File: config.mk
export PLATFORM = sky130hd
export DESIGN_NAME = sd_resp_recv_flat
export DESIGN_NICKNAME = d
export VERILOG_FILES = /design/src/rtl/sd_resp_recv_if.sv /design/src/rtl/sd_resp_recv.sv /design/src/flat_wrapper.sv
export SDC_FILE = /design/constraint.sdc
export NUM_CORES = 1
export LEC_CHECK = 0
export BUFFER_PORTS_ARGS = -buffer_cell sky130_fd_sc_hd__buf_2
export CAP_MARGIN = 20
export CORE_ASPECT_RATIO = 0.6
export CORE_MARGIN = 4
export CORE_UTILIZATION = 57
export CTS_CLUSTER_DIAMETER = 100
export DETAILED_ROUTE_END_ITERATION = 12
export GPL_TIMING_DRIVEN = 0
export HOLD_SLACK_MARGIN = 0.08
export PLACE_DENSITY = 0.79
export SETUP_SLACK_MARGIN = 0.3
export SLEW_MARGIN = 20
export SYNTH_ARGS = -nofsm -noshare
export SYNTH_HDL_FRONTEND = slang
export SYNTH_SLANG_ARGS = --single-unit
File: constraint.sdc
create_clock -name sd_clk -period 3.5 [get_ports sd_clk]
set_clock_uncertainty 0.2 [all_clocks]
set_input_delay 0.175 -clock sd_clk [delete_from_list [all_inputs] [get_ports sd_clk]]
set_output_delay 0.175 -clock sd_clk [all_outputs]
set_load 0.02 [all_outputs]
File: src/rtl/sd_resp_recv_if.sv
// Bus bundle between the host FSM and the SD response receiver.
// Handshake: the host pulses recv_en (only honoured while the receiver is idle);
// receiving stays high until the single-cycle resp_valid pulse. At that pulse
// resp_index, resp_content and the error flags are valid. They hold until the
// next arming. There is no back-pressure: the host must take the result on that cycle.
interface sd_resp_recv_if;
    logic         recv_en;
    logic         long_resp;
    logic         crc_check_en;
    logic         sd_cmd;
    logic         receiving;
    logic         resp_valid;
    logic [5:0]   resp_index;
    logic [127:0] resp_content;
    logic         crc_err;
    logic         tx_err;
    logic         end_err;
    logic         timeout;

    modport master (
        output recv_en, long_resp, crc_check_en, sd_cmd,
        input  receiving, resp_valid, resp_index, resp_content,
               crc_err, tx_err, end_err, timeout
    );

    modport slave (
        input  recv_en, long_resp, crc_check_en, sd_cmd,
        output receiving, resp_valid, resp_index, resp_content,
               crc_err, tx_err, end_err, timeout
    );
endinterface

File: src/rtl/sd_resp_recv.sv
// SD CMD-line response receiver: waits for a start bit, shifts in a 48-bit or
// 136-bit response MSB first, checks transmission bit, CRC7 and end bit, and
// presents the decoded fields with a one-cycle resp_valid pulse.
module sd_resp_recv #(
    parameter int         TIMEOUT_CYCLES = 64,
    parameter logic [6:0] CRC_POLY       = 7'h09
) (
    input  logic            sd_clk,
    input  logic            reset,
    sd_resp_recv_if.slave   bus,
    output logic [1:0]      dbg_state
);

    typedef enum logic [1:0] {IDLE, WAIT_START, RECV, DONE} state_t;

    localparam int TW = $clog2(TIMEOUT_CYCLES + 1);

    state_t         state, state_nxt;
    logic [TW-1:0]  tmo_cnt;
    logic [7:0]     bit_cnt;     // index of the bit sampled on the previous edge
    logic [7:0]     bit_idx;     // index of the bit being sampled on this edge
    logic           long_l;
    logic           crc_en_l;
    logic [6:0]     crc;
    logic [6:0]     crc_next;
    logic           crc_fb;
    logic [126:0]   shreg;       // shreg[i] holds received bit i+1 once bit 0 arrives
    logic [5:0]     index_r;
    logic [127:0]   content_r;
    logic           crc_err_r, tx_err_r, end_err_r, timeout_r;

    assign bit_idx  = bit_cnt - 8'd1;
    assign crc_fb   = crc[6] ^ bus.sd_cmd;
    assign crc_next = {crc[5:0], 1'b0} ^ (crc_fb ? CRC_POLY : 7'h00);

    assign bus.receiving    = (state == WAIT_START) || (state == RECV);
    assign bus.resp_valid   = (state == DONE);
    assign bus.resp_index   = index_r;
    assign bus.resp_content = content_r;
    assign bus.crc_err      = crc_err_r;
    assign bus.tx_err       = tx_err_r;
    assign bus.end_err      = end_err_r;
    assign bus.timeout      = timeout_r;
    assign dbg_state        = state;

    // State register.
    always_ff @(posedge sd_clk) begin
        if (reset) state <= IDLE;
        else       state <= state_nxt;
    end

    // Next-state: arm, wait for start bit or timeout, count bits, one DONE cycle.
    always_comb begin
        state_nxt = state;
        case (state)
            IDLE:       if (bus.recv_en) state_nxt = WAIT_START;
            WAIT_START: begin
                if (!bus.sd_cmd)              state_nxt = RECV;
                else if (tmo_cnt == TW'(1))   state_nxt = DONE;
            end
            RECV:       if (bit_cnt == 8'd1) state_nxt = DONE;
            DONE:       state_nxt = IDLE;
            default:    state_nxt = IDLE;
        endcase
    end

    // Datapath: arming clears results, reception shifts bits, CRC and flags,
    // and the decoded fields are loaded only on the end-bit edge.
    always_ff @(posedge sd_clk) begin
        if (reset) begin
            tmo_cnt   <= '0;
            bit_cnt   <= '0;
            long_l    <= 1'b0;
            crc_en_l  <= 1'b0;
            crc       <= '0;
            shreg     <= '0;
            index_r   <= '0;
            content_r <= '0;
            crc_err_r <= 1'b0;
            tx_err_r  <= 1'b0;
            end_err_r <= 1'b0;
            timeout_r <= 1'b0;
        end else begin
            case (state)
                IDLE: begin
                    if (bus.recv_en) begin
                        tmo_cnt   <= TW'(TIMEOUT_CYCLES);
                        bit_cnt   <= '0;
                        long_l    <= bus.long_resp;
                        crc_en_l  <= bus.crc_check_en;
                        crc       <= '0;
                        shreg     <= '0;
                        index_r   <= '0;
                        content_r <= '0;
                        crc_err_r <= 1'b0;
                        tx_err_r  <= 1'b0;
                        end_err_r <= 1'b0;
                        timeout_r <= 1'b0;
                    end
                end
                WAIT_START: begin
                    // The start bit is a 0 entering an all-zero CRC, so the
                    // CRC stays 0 and needs no update here.
                    if (!bus.sd_cmd) begin
                        bit_cnt <= long_l ? 8'd135 : 8'd47;
                    end else begin
                        tmo_cnt <= tmo_cnt - TW'(1);
                        if (tmo_cnt == TW'(1)) timeout_r <= 1'b1;
                    end
                end
                RECV: begin
                    bit_cnt <= bit_idx;
                    if (bit_idx != 8'd0) shreg <= {shreg[125:0], bus.sd_cmd};
                    if ((bit_idx == (long_l ? 8'd134 : 8'd46)) && bus.sd_cmd)
                        tx_err_r <= 1'b1;
                    if ((bit_idx >= 8'd8) && (!long_l || (bit_idx <= 8'd127)))
                        crc <= crc_next;
                    if (bit_idx == 8'd0) begin
                        end_err_r <= !bus.sd_cmd;
                        if (crc_en_l && (crc != shreg[6:0])) crc_err_r <= 1'b1;
                        if (long_l) begin
                            index_r   <= 6'h3F;
                            content_r <= {shreg[126:0], 1'b0};
                        end else begin
                            index_r   <= shreg[44:39];
                            content_r <= {96'b0, shreg[38:7]};
                        end
                    end
                end
                default: ;
            endcase
        end
    end

endmodule

File: src/flat_wrapper.sv
// flat-port wrapper written by rule: the top's interface ports become plain ports
module sd_resp_recv_flat 
#(
    parameter int         TIMEOUT_CYCLES = 64,
    parameter logic [6:0] CRC_POLY       = 7'h09
)
  (sd_clk, reset, dbg_state, bus_recv_en, bus_long_resp, bus_crc_check_en, bus_sd_cmd, bus_receiving, bus_resp_valid, bus_resp_index, bus_resp_content, bus_crc_err, bus_tx_err, bus_end_err, bus_timeout);
  sd_resp_recv_if bus_i ();
  input  logic sd_clk;
  input  logic reset;
  output logic [1:0] dbg_state;
  input wire logic [$bits(bus_i.recv_en)-1:0] bus_recv_en;
  input wire logic [$bits(bus_i.long_resp)-1:0] bus_long_resp;
  input wire logic [$bits(bus_i.crc_check_en)-1:0] bus_crc_check_en;
  input wire logic [$bits(bus_i.sd_cmd)-1:0] bus_sd_cmd;
  output wire logic [$bits(bus_i.receiving)-1:0] bus_receiving;
  output wire logic [$bits(bus_i.resp_valid)-1:0] bus_resp_valid;
  output wire logic [$bits(bus_i.resp_index)-1:0] bus_resp_index;
  output wire logic [$bits(bus_i.resp_content)-1:0] bus_resp_content;
  output wire logic [$bits(bus_i.crc_err)-1:0] bus_crc_err;
  output wire logic [$bits(bus_i.tx_err)-1:0] bus_tx_err;
  output wire logic [$bits(bus_i.end_err)-1:0] bus_end_err;
  output wire logic [$bits(bus_i.timeout)-1:0] bus_timeout;
  assign bus_i.recv_en = bus_recv_en;
  assign bus_i.long_resp = bus_long_resp;
  assign bus_i.crc_check_en = bus_crc_check_en;
  assign bus_i.sd_cmd = bus_sd_cmd;
  assign bus_receiving = bus_i.receiving;
  assign bus_resp_valid = bus_i.resp_valid;
  assign bus_resp_index = bus_i.resp_index;
  assign bus_resp_content = bus_i.resp_content;
  assign bus_crc_err = bus_i.crc_err;
  assign bus_tx_err = bus_i.tx_err;
  assign bus_end_err = bus_i.end_err;
  assign bus_timeout = bus_i.timeout;
  sd_resp_recv #(.TIMEOUT_CYCLES(TIMEOUT_CYCLES), .CRC_POLY(CRC_POLY)) u_core (.sd_clk(sd_clk), .reset(reset), .bus(bus_i), .dbg_state(dbg_state));
endmodule
==> key figures, run 1 <==
Yosys
  – Cell count after synthesis: around 1,200
  – Top_reg_cell synth: dfxtp_1
  – Syn avg cell area: just under 10 um^2
  – Cell area after synthesis: between 0.01 and 0.015 mm^2
  – Most area-hungry cell type in the Yosys netlist: dfxtp_1
  – Top-area cell type share of the netlist area: 0.512
  – Asr flop ratio synth: 0
  – Number of synthesized register bits: 291
  – Register area share after synthesis: 0.512
  – Post-synth EDFFs: 0
  – Largest cells by area after synthesis: dfxtp_1, mux2i_1, nand2_1, a22o_1, o31ai_1
  – Mapped Nets: between 1,000 and 1,500
  – Yosys Warn Count: 0
  – Synth unique cells: 56

Clock tree
  – Clk Latency, worst-skew pair: roughly 0.53 ns
  – CTS Buf Count: 26
  – Max clock buf depth: 3
  – Reg clk slew, reported paths: ~0.07 ns
  – CTS root buffer: clkbuf_16
  – Clock Sink Count: 291
  – H-tree depth: 1
  – CTS tree: yes

Critical path
  – Data arrival, critical path: 3.30 ns
  – CP peak stage delay: 0.47 ns
  – Critical path startpoint category: register
  – Worst setup path startpoint: u_core.bit_cnt[0]$_SDFFE_PP0P_
  – Reg-to-reg critical path startpoint: u_core.bit_cnt[0]$_SDFFE_PP0P_
  – Worst Path Max Fanout: 10
  – Setup crit end kind: register
  – Critical path cell sequence: inv_1 -> ha_1 -> xnor2_2 -> nand4_2 -> a2111o_1 -> buf_2 -> and2_1 -> buf_2 -> buf_6 -> buf_6 -> a22o_1
  – Critical path's slowest cell: a2111o_1
  – WP data required: between 3 and 4 ns
  – Critical path class: register to register

Final layout
  – Fillers: between 1,500 and 2,000
  – Most frequent cells in the layout: dfxtp_1, nand2_1, buf_2
  – Layout Nets: around 1,400
  – Final core occ: 0.693
  – Post-route cell area: around 0.013 mm^2
  – Layout cells sized above 1: 0.174
  – Diode count: 0
  – P&R area growth vs syn: 17.8%
  – Commonest non-fill, non-tap cell in the layout: dfxtp_1

Flow run
  – Max cap viols: 0

Die
  – Starting density of the core: 0.588
  – # rows: 39
  – Core area: between 0.015 and 0.02 mm^2
  – Die width: roughly 190 um
  – Die ar.: approximately 0.022 mm^2
  – Overall die height: about 120 um
  – # IOs: about 150

Timing
  – Fmax: 0.324 GHz
  – Final period utilization: 0.883
  – Hold Vio Cnt, Final: 0
  – # setup viols final: 0
  – Slew HR: 0.505
  – RSZ-0062 raised after global routing: true
  – Final slew viol count: 0
  – Sum Neg Setup Slack: 0 ns
  – Worst slew pin tran: between 0.7 and 0.8 ns
  – Hold Worst Slack: approximately 0.27 ns
  – Final min period: ~3.1 ns

Placed design
  – Port bufs: 146
  – Gpl congestion: approximately 0.91
  – Post-place instance area: between 0.01 and 0.015 mm^2
  – Final HPWL DP: 19,500 um

Routing
  – Routed wire length: 28,200 um
  – Initial drt markers: approximately 740
  – Vias: roughly 9,100
  – DRC: 0
  – Vias per Instance: between 5 and 6
  – Initial DRT Pass Iterations: 6
  – Routed WL per cell: about 17 um
  – Post-DRT Antenna Nets: 0

Global route
  – Initial antenna violation count: 0
  – Vias in the first global route: between 8,000 and 9,000
  – All-Layer GR Usage: 0.246
  – First-pass GRT wire length: between 40,000 and 50,000 um
  – Grt ovf: 0
  – Largest net degree at the start of global routing: 15

Power
  – Leakage: roughly 5.7 nW
  – Pwr/cell area: approximately 640 mW/mm^2
  – Peak supply drop: between 0.3 and 0.4 mV

Worst hold path
  – Worst Hold Class: register to register
  – Worst min-delay path startpoint: u_core.bus.resp_content[27]$_SDFFE_PP0P_

Run status
  – Status: complete, no violations
## layout make-up
type	count	area, um^2	share of cell area
clock buffers	38	747	0.0558
multi-input cells	765	5090	0.380
flip-flops and latches	291	5830	0.435
clock inverters	5	75.1	0.00561
repair buffers	157	836	0.0624
well taps	266	333	0.0249
plain buffers	95	450	0.0336
inverters	9	33.8	0.00252
## worst paths after layout
path | end | slack [ns] | depth (start not counted)
min | u_core.bus.resp_content[27]$_SDFFE_PP0P_ | 0.27 | 2
max reg2reg | u_core.bus.resp_content[117]$_SDFFE_PP0P_ | 0.41 | 11
min reg2reg | u_core.bus.resp_content[27]$_SDFFE_PP0P_ | 0.27 | 2
max | u_core.bus.resp_content[117]$_SDFFE_PP0P_ | 0.41 | 11
## report_power, final
| group | internal [mW] | total (mW) | leakage [nW] | switching [mW] |
|---|---|---|---|---|
| Sequential | 3.38 | 3.46 | 2.35 | 0.0787 |
| Clock | 1.62 | 2.83 | 0.404 | 1.21 |
| Combinational | 0.849 | 2.35 | 2.98 | 1.50 |
## layer usage
| metal | wire [um] | vias to the layer above | global-route usage |
|---|---|---|---|
| li1 | - | 4431 | - |
| met1 | 13700 | 4267 | 0.379 |
| met2 | 11500 | 337 | 0.349 |
| met3 | 2470 | 46 | 0.0629 |
| met4 | 506 | 0 | 0.0502 |
| met5 | 0 | - | 0 |
## logic make-up after synthesis
logic type | count (synthesis) | synth area share
and+or+nand+nor | 383 | 0.143
xor gates and xnor gates | 16 | 0.0123
AOI/OAI and AO/OA | 189 | 0.132
buffers and inverters | 104 | 0.0419
DFF | 291 | 0.512
muxes | 167 | 0.147
adders and majority gates | 10 | 0.0110
## sequential cells by signal (all words and copies together) (netlist names), 2 cells and up
name,flops
u_core.shreg,127
u_core.crc,7
u_core.tmo_cnt,7
u_core.bit_cnt,8
u_core.bus.resp_content,128
u_core.bus.resp_index,6
u_core.dbg_state,2
## through the flow
step	instances	power, mW	worst slack [ns]
floorplan	1160	5.27	0.652
global placement	1572	5.74	0.00419
detailed placement	1572	5.77	-0.0341
CTS	1625	8.60	0.326
global route	1626	8.99	0.273
finish	1626	8.63	0.411
## cell usage after synthesis (all sizes together), types with 2 or more instances
library cell and count:
nor3 3, nor2 22, mux2i 167, buf 34, nor4 5, nand2 281, inv 9, o21ai 21
a22o 96, xor2 7, nor2b 3, or3 2, o211ai 3, a31oi 4, o22ai 3, xnor2 9
clkbuf 61, a41oi 2, or4 2, nand3 46, and2 3, ha 10, dfxtp 291, a32o 2
o31ai 33, nand2b 4, a21oi 10, nand4 3, a22oi 2, or2 2, nand3b 2
## timing repair
| item | in CTS | in global routing |
|---|---|---|
| buffers inserted | 1 | 1 |
| pin swaps | 1 | 1 |
| endpoints found under the hold margin | 11 | 0 |
| gates resized for setup | 3 | 11 |
| hold buffers | 9 | 0 |
| endpoints found under the setup margin | 96 | 195 |
## worst max-delay path: cells and delay by family, from the launching register on
kind	cells	cell delay, ns
adder cells (fa/ha/maj)	1	0.29
AO/OA/AOI/OAI	2	0.65
buffers and inverters	5	0.80
AND/OR/NAND/NOR	2	0.34
flip-flops	1	0.43
XOR/XNOR	1	0.27
(Power assumes the default switching activity.)
==> run 2: changes to the inputs <==
Settings changed: CELL_PAD_IN_SITES_DETAIL_PLACEMENT set to 1, CELL_PAD_IN_SITES_GLOBAL_PLACEMENT set to 1, CORE_UTILIZATION 57 to 44, PLACE_DENSITY 0.79 to not set, PLACE_DENSITY_LB_ADDON set to 0.1, SLEW_MARGIN 20 to 25.
==> run 2 against run 1 <==
Net effect: combinational power rose by 4%; sequential share of layout area fell by 0.87 points; clock power rose by 12%; wire length rose by 15%; worst setup slack improved by 0.065 ns; critical path depth did not move; fmax rose by 2.2%; count of clock-buffer cells in the layout rose by 8; non-clock buffer count rose by 2; global-route usage fell by 2.5 points; sequential power barely moved; via count rose by 0.98%; highest routed layer unchanged.
==> key figures, run 2 (same netlist as run 1, synthesis figures left out) <==
Run status
  – Status: complete, no violations

Timing
  – Worst slew pin tran: approximately 0.87 ns
  – Fmax: around 0.33 GHz
  – Final slew viol count: 0
  – Hold Worst Slack: ~0.27 ns
  – Hold Vio Cnt, Final: 0
  – Slew HR: 0.418
  – Final min period: 3.02 ns
  – # setup viols final: 0
  – Final period utilization: 0.864
  – RSZ-0062 raised after global routing: false
  – Sum Neg Setup Slack: 0 ns

Critical path
  – Worst R2R Path Depth: 11
  – Data arrival, critical path: 3.26 ns
  – Worst Path Max Fanout: 10
  – Critical path class: register to register
  – R2r setup slk: 0.48 ns
  – Critical path startpoint category: register
  – CP bufs+invs: 5
  – WP data required: 3.73 ns
  – Reg-to-reg critical path startpoint: u_core.bit_cnt[0]$_SDFFE_PP0P_
  – CP peak stage delay: about 0.45 ns
  – Critical path cell sequence: inv_1 -> ha_2 -> xnor2_2 -> nand4_2 -> a2111o_1 -> buf_2 -> and2_1 -> buf_2 -> buf_6 -> buf_6 -> a22o_1
  – Setup crit end kind: register
  – Critical path's slowest cell: a2111o_1
  – Reg2reg end: u_core.bus.resp_content[88]$_SDFFE_PP0P_
  – CP top delay family: buffers and inverters

Final layout
  – Fillers: around 2,900
  – Commonest non-fill, non-tap cell in the layout: dfxtp_1
  – Layout Nets: 1,365
  – Max reg flops: roughly 130
  – P&R area growth vs syn: 20.2%
  – Layout cells sized above 1: 0.186
  – Most frequent cells in the layout: dfxtp_1, nand2_1, buf_2
  – Diode count: 0

Power
  – Switching pwr: 2.95 mW
  – Pwr/cell area: 665 mW/mm^2
  – Final Power: just over 9 mW
  – Internal power: about 6.1 mW
  – Logic pwr share: 0.270
  – Sw frac: 0.325
  – Flop pwr share: 0.381
  – Peak supply drop: a little over 0.4 mV
  – Clock group share of total power: 0.349
  – Leakage: 5.84 nW

Die
  – # rows: 45
  – Starting density of the core: 0.449
  – Die ar.: about 0.029 mm^2
  – Die width: between 200 and 250 um
  – Core area: 0.0253 mm^2
  – # IOs: between 100 and 150
  – Overall die height: around 130 um

Routing
  – DRC: 0
  – Initial drt markers: 553
  – Routed WL per cell: around 19 um
  – Post-DRT Antenna Nets: 0
  – Vias: between 9,000 and 10,000
  – Routed wire length: between 30,000 and 40,000 um
  – Vias per Instance: roughly 5.4
  – Initial DRT Pass Iterations: 5

Clock tree
  – Max clock buf depth: 3
  – CTS root buffer: clkbuf_16
  – CTS Buf Count: 28
  – Clock Sink Count: just under 300
  – Reg clk slew, reported paths: approximately 0.07 ns
  – CTS tree: yes
  – Clk Latency, worst-skew pair: 0.55 ns
  – H-tree depth: 1

Global route
  – Grt ovf: 0
  – First-pass GRT wire length: about 52,000 um
  – Vias in the first global route: 9,289
  – All-Layer GR Usage: 0.221
  – Initial antenna violation count: 0
  – Largest net degree at the start of global routing: 15

Flow run
  – Max cap viols: 0

Worst hold path
  – Worst min-delay path startpoint: u_core.bus.resp_content[30]$_SDFFE_PP0P_
  – Worst Hold Class: register to register
  – Hold endpoint: u_core.bus.resp_content[30]$_SDFFE_PP0P_
  – Hold Path Cell Cnt: 2

Placed design
  – Final HPWL DP: around 23,000 um
  – Port bufs: between 100 and 150
  – Gpl congestion: around 0.83
==> run 2: metal layers <==
layer | wire length, um | track usage | up-vias
met5 | 0 | 0 | -
li1 | - | - | 4445
met2 | 14000 | 0.335 | 147
met1 | 16900 | 0.335 | 4540
met4 | 532 | 0.0411 | 0
met3 | 1130 | 0.0358 | 38
==> run 2: cell type report <==
type                       count  area, um^2  share of cell area
sequential                   291        5830               0.427
buffer                        95         462              0.0338
clock buffer                  46         890              0.0651
multi-input combinational    765        5110               0.374
timing repair buffer         159         853              0.0624
inverter                       9        33.8             0.00247
tap                          329         412              0.0301
clock inverter                 6        80.1             0.00586
==> run 2: worst max path at each step <==
| stage | slack [ns] | from | to | depth (start not counted) |
|---|---|---|---|---|
| 6_report | 0.48 | u_core.bit_cnt[0]$_SDFFE_PP0P_ | u_core.bus.resp_content[88]$_SDFFE_PP0P_ | 11 |
| 3_5_place_dp | -0.07 | u_core.bit_cnt[0]$_SDFFE_PP0P_ | u_core.bus.resp_content[88]$_SDFFE_PP0P_ | 8 |
| 2_1_floorplan | 0.65 | u_core.bit_cnt[0]$_SDFFE_PP0P_ | u_core.bus.resp_content[100]$_SDFFE_PP0P_ | 11 |
| 4_1_cts | 0.29 | u_core.dbg_state[0]$_SDFFE_PP0P_ | u_core.bus.resp_content[43]$_SDFFE_PP0P_ | 9 |
| 5_1_grt | 0.31 | u_core.bit_cnt[1]$_SDFFE_PP0P_ | u_core.bus.resp_content[88]$_SDFFE_PP0P_ | 11 |
| 3_3_place_gp | -0.06 | u_core.bit_cnt[0]$_SDFFE_PP0P_ | u_core.bus.resp_content[90]$_SDFFE_PP0P_ | 8 |
==> run 2: worst reg2reg max path: stages (launching register included) <==
cell	delay, ns
dfxtp_2	0.42
inv_1	0.09
ha_2	0.23
xnor2_2	0.26
nand4_2	0.19
a2111o_1	0.45
buf_2	0.20
and2_1	0.17
buf_2	0.19
buf_6	0.17
buf_6	0.15
a22o_1	0.18
==> run 2: power groups by stage <==
stage / Combinational, mW / Sequential [mW] / Clock [mW]
after global placement: 2.29 / 3.53 / 0
after detailed placement: 2.33 / 3.53 / 0
after global routing: 2.65 / 3.47 / 3.38
final: 2.45 / 3.46 / 3.18
after floorplan: 1.75 / 3.52 / 0
after CTS: 2.38 / 3.46 / 3.23
==> run 2: stage by stage <==
| stage | util | setup WS [ns] | cells | cell area, um^2 |
|---|---|---|---|---|
| after floorplan | - | 0.652 | 1160 | 11400 |
| after global placement | 0.494 | -0.0588 | 1635 | 12500 |
| after detailed placement | 0.494 | -0.0696 | 1635 | 12500 |
| after CTS | 0.537 | 0.288 | 1698 | 13600 |
| after global routing | 0.539 | 0.313 | 1700 | 13700 |
| final | 0.539 | 0.476 | 1700 | 13700 |
==> run 2: timing repair <==
item | CTS | global route
setup endpoints to repair | 147 | 244
hold buffers | 10 | 0
setup buffers | 1 | 2
pin swaps | 1 | 1
resized for setup | 8 | 21
hold endpoints to repair | 11 | 0
==> run 3: changes to the inputs <==
Settings changed: CORE_ASPECT_RATIO 0.6 to not set, CORE_UTILIZATION 44 to 46, CTS_BUF_LIST set to sky130_fd_sc_hd__clkbuf_8.
==> run 3 against run 2 <==
Net effect: total power decreased by 1.3%; clock power decreased by 2%; wire length decreased by 5.2%; design area increased by 0.42%; count of clock-buffer cells in the layout increased by 22; non-clock buffer count unchanged; critical path depth unchanged; first-iteration DRC count decreased by 26%; core utilization increased by 2.5 points; sequential power about the same; largest cell class unchanged.
==> key figures, run 3 (same netlist as run 1, synthesis figures left out) <==
Run status
  – Status: complete, no violations

Final layout
  – Layout Nets: 1,386
  – Commonest non-fill, non-tap cell in the layout: dfxtp_1
  – P&R area growth vs syn: 20.7%
  – Diode count: 0
  – Layout cells sized above 1: 0.199
  – Post-route cell area: ~0.014 mm^2
  – Most frequent cells in the layout: dfxtp_1, nand2_1, mux2i_1, buf_2, a22o_1
  – Max reg flops: roughly 130

Placed design
  – Gpl congestion: about 0.86
  – Final HPWL DP: around 21,000 um
  – Pre-CTS setup slack: -0.0962 ns
  – Post-place instance area: roughly 0.013 mm^2
  – Port bufs: 146

Timing
  – RSZ-0062 raised after global routing: false
  – Worst slew pin tran: 0.897 ns
  – Slew HR: 0.402
  – Final slew viol count: 0
  – Final period utilization: 0.874
  – Fmax: between 0.3 and 0.4 GHz
  – Setup ws final: 0.441 ns
  – # setup viols final: 0
  – Hold Worst Slack: about 0.26 ns
  – Hold Vio Cnt, Final: 0
  – Final min period: 3.06 ns

Flow run
  – Max cap viols: 0

Die
  – Starting density of the core: 0.467
  – Die width: around 170 um
  – Die ar.: around 0.027 mm^2
  – # IOs: between 100 and 150
  – Core area: between 0.02 and 0.025 mm^2
  – # rows: 57
  – Overall die height: 165 um

Global route
  – GR Util met2: 0.366
  – Initial antenna violation count: 0
  – Vias in the first global route: 9,604
  – Met3 Use GR: 0.0534
  – All-Layer GR Usage: 0.226
  – Grt ovf: 0
  – Largest net degree at the start of global routing: 14
  – M1 GR Usage: 0.300
  – Busiest grt layer: met2
  – First-pass GRT wire length: ~50,000 um

Clock tree
  – Clock Sink Count: between 200 and 300
  – Reg clk slew, reported paths: approximately 0.060 ns
  – H-tree depth: 2
  – Max clock buf depth: 3
  – Clk Latency, worst-skew pair: about 0.56 ns
  – CTS tree: yes
  – CTS root buffer: clkbuf_8
  – CTS Buf Count: 49

Critical path
  – Worst R2R Path Depth: 11
  – Critical path's slowest cell: a2111o_1
  – Critical path class: register to register
  – R2r setup slk: around 0.44 ns
  – Critical path cell sequence: inv_1 -> ha_1 -> xnor2_2 -> nand4_2 -> a2111o_1 -> buf_2 -> and2_1 -> buf_2 -> buf_6 -> buf_6 -> a22o_1
  – WP data required: between 3 and 4 ns
  – Worst setup path startpoint: u_core.bit_cnt[1]$_SDFFE_PP0P_
  – Reg-to-reg critical path startpoint: u_core.bit_cnt[1]$_SDFFE_PP0P_
  – Critical Path End: u_core.bus.resp_content[116]$_SDFFE_PP0P_
  – Setup crit end kind: register
  – Critical path startpoint category: register
  – Reg2reg end: u_core.bus.resp_content[116]$_SDFFE_PP0P_
  – Data arrival, critical path: around 3.3 ns
  – Worst Path Max Fanout: 10
  – CP peak stage delay: between 0.4 and 0.5 ns

Routing
  – Vias: slightly above 9,000
  – DRC: 0
  – Initial DRT Pass Iterations: 7
  – Post-DRT Antenna Nets: 0
  – Initial drt markers: a little over 400
  – Vias per Instance: 5.34
  – Routed WL per cell: 17.9 um
  – Routed wire length: a little over 30,000 um

Power
  – Sw frac: 0.326
  – Clock group share of total power: 0.348
  – Switching pwr: about 2.9 mW
  – Peak supply drop: ~0.37 mV
  – Flop pwr share: 0.386
  – Logic pwr share: 0.266
  – Pwr/cell area: 653 mW/mm^2
  – Leakage: between 5 and 6 nW
  – Final Power: ~9.0 mW
  – Internal power: 6.04 mW

Worst hold path
  – Worst Hold Class: register to register
run 3: worst min-delay path by stage:
stage | end | from | cells after the start
6_report | u_core.bus.resp_content[12]$_SDFFE_PP0P_ | u_core.bus.resp_content[12]$_SDFFE_PP0P_ | 2
5_1_grt | u_core.bus.resp_content[122]$_SDFFE_PP0P_ | u_core.bus.resp_content[122]$_SDFFE_PP0P_ | 1
4_1_cts | u_core.bus.resp_content[12]$_SDFFE_PP0P_ | u_core.bus.resp_content[12]$_SDFFE_PP0P_ | 2
3_5_place_dp | u_core.long_l$_SDFFE_PP0P_ | bus_long_resp | 3
3_3_place_gp | u_core.crc_en_l$_SDFFE_PP0P_ | bus_crc_check_en | 3
2_1_floorplan | u_core.crc_en_l$_SDFFE_PP0P_ | bus_crc_check_en | 2
run 3: stage by stage:
stage / setup TNS, ns / utilization / cells
CTS: 0 / 0.562 / 1726
global route: 0 / 0.564 / 1728
floorplan: 0 / - / 1160
detailed placement: -1.22 / 0.514 / 1630
finish: 0 / 0.564 / 1728
global placement: -0.118 / 0.514 / 1630
run 3: timing repair:
action,CTS,global route
endpoints found under the hold margin,11,0
resized for setup,4,17
buffers inserted,1,2
setup endpoints to repair,85,232
hold buffers,10,0
pin swaps,1,2
run 3: power groups by stage:
stage / combinational [mW] / sequential, mW / clock, mW
floorplan: 1.75 / 3.52 / 0
global placement: 2.26 / 3.52 / 0
detailed placement: 2.29 / 3.53 / 0
CTS: 2.34 / 3.46 / 3.22
global route: 2.59 / 3.47 / 3.38
finish: 2.38 / 3.46 / 3.12
run 3: layout make-up:
type / instances / area (um^2)
Fill cell: 2822 / 10600
Sequential cell: 291 / 5830
Multi-Input combinational cell: 765 / 5100
Clock buffer: 68 / 936
Timing Repair Buffer: 159 / 853
Buffer: 95 / 454
Tap cell: 324 / 405
Clock inverter: 17 / 109
Inverter: 9 / 33.8
run 3: worst max-delay path, delay by kind of cell, from the launching register on:
kind	cells	cell delay, ns
buffers and inverters	5	0.82
AOI/OAI and AO/OA	2	0.63
DFF	1	0.41
and+or+nand+nor	2	0.32
adders and majority gates	1	0.27
xor gates and xnor gates	1	0.27
run 3: layer usage:
layer / up-vias / wire length [um]
li1: 4477 / -
met1: 4520 / 14200
met2: 168 / 14400
met3: 55 / 1650
met4: 0 / 614
met5: - / 0
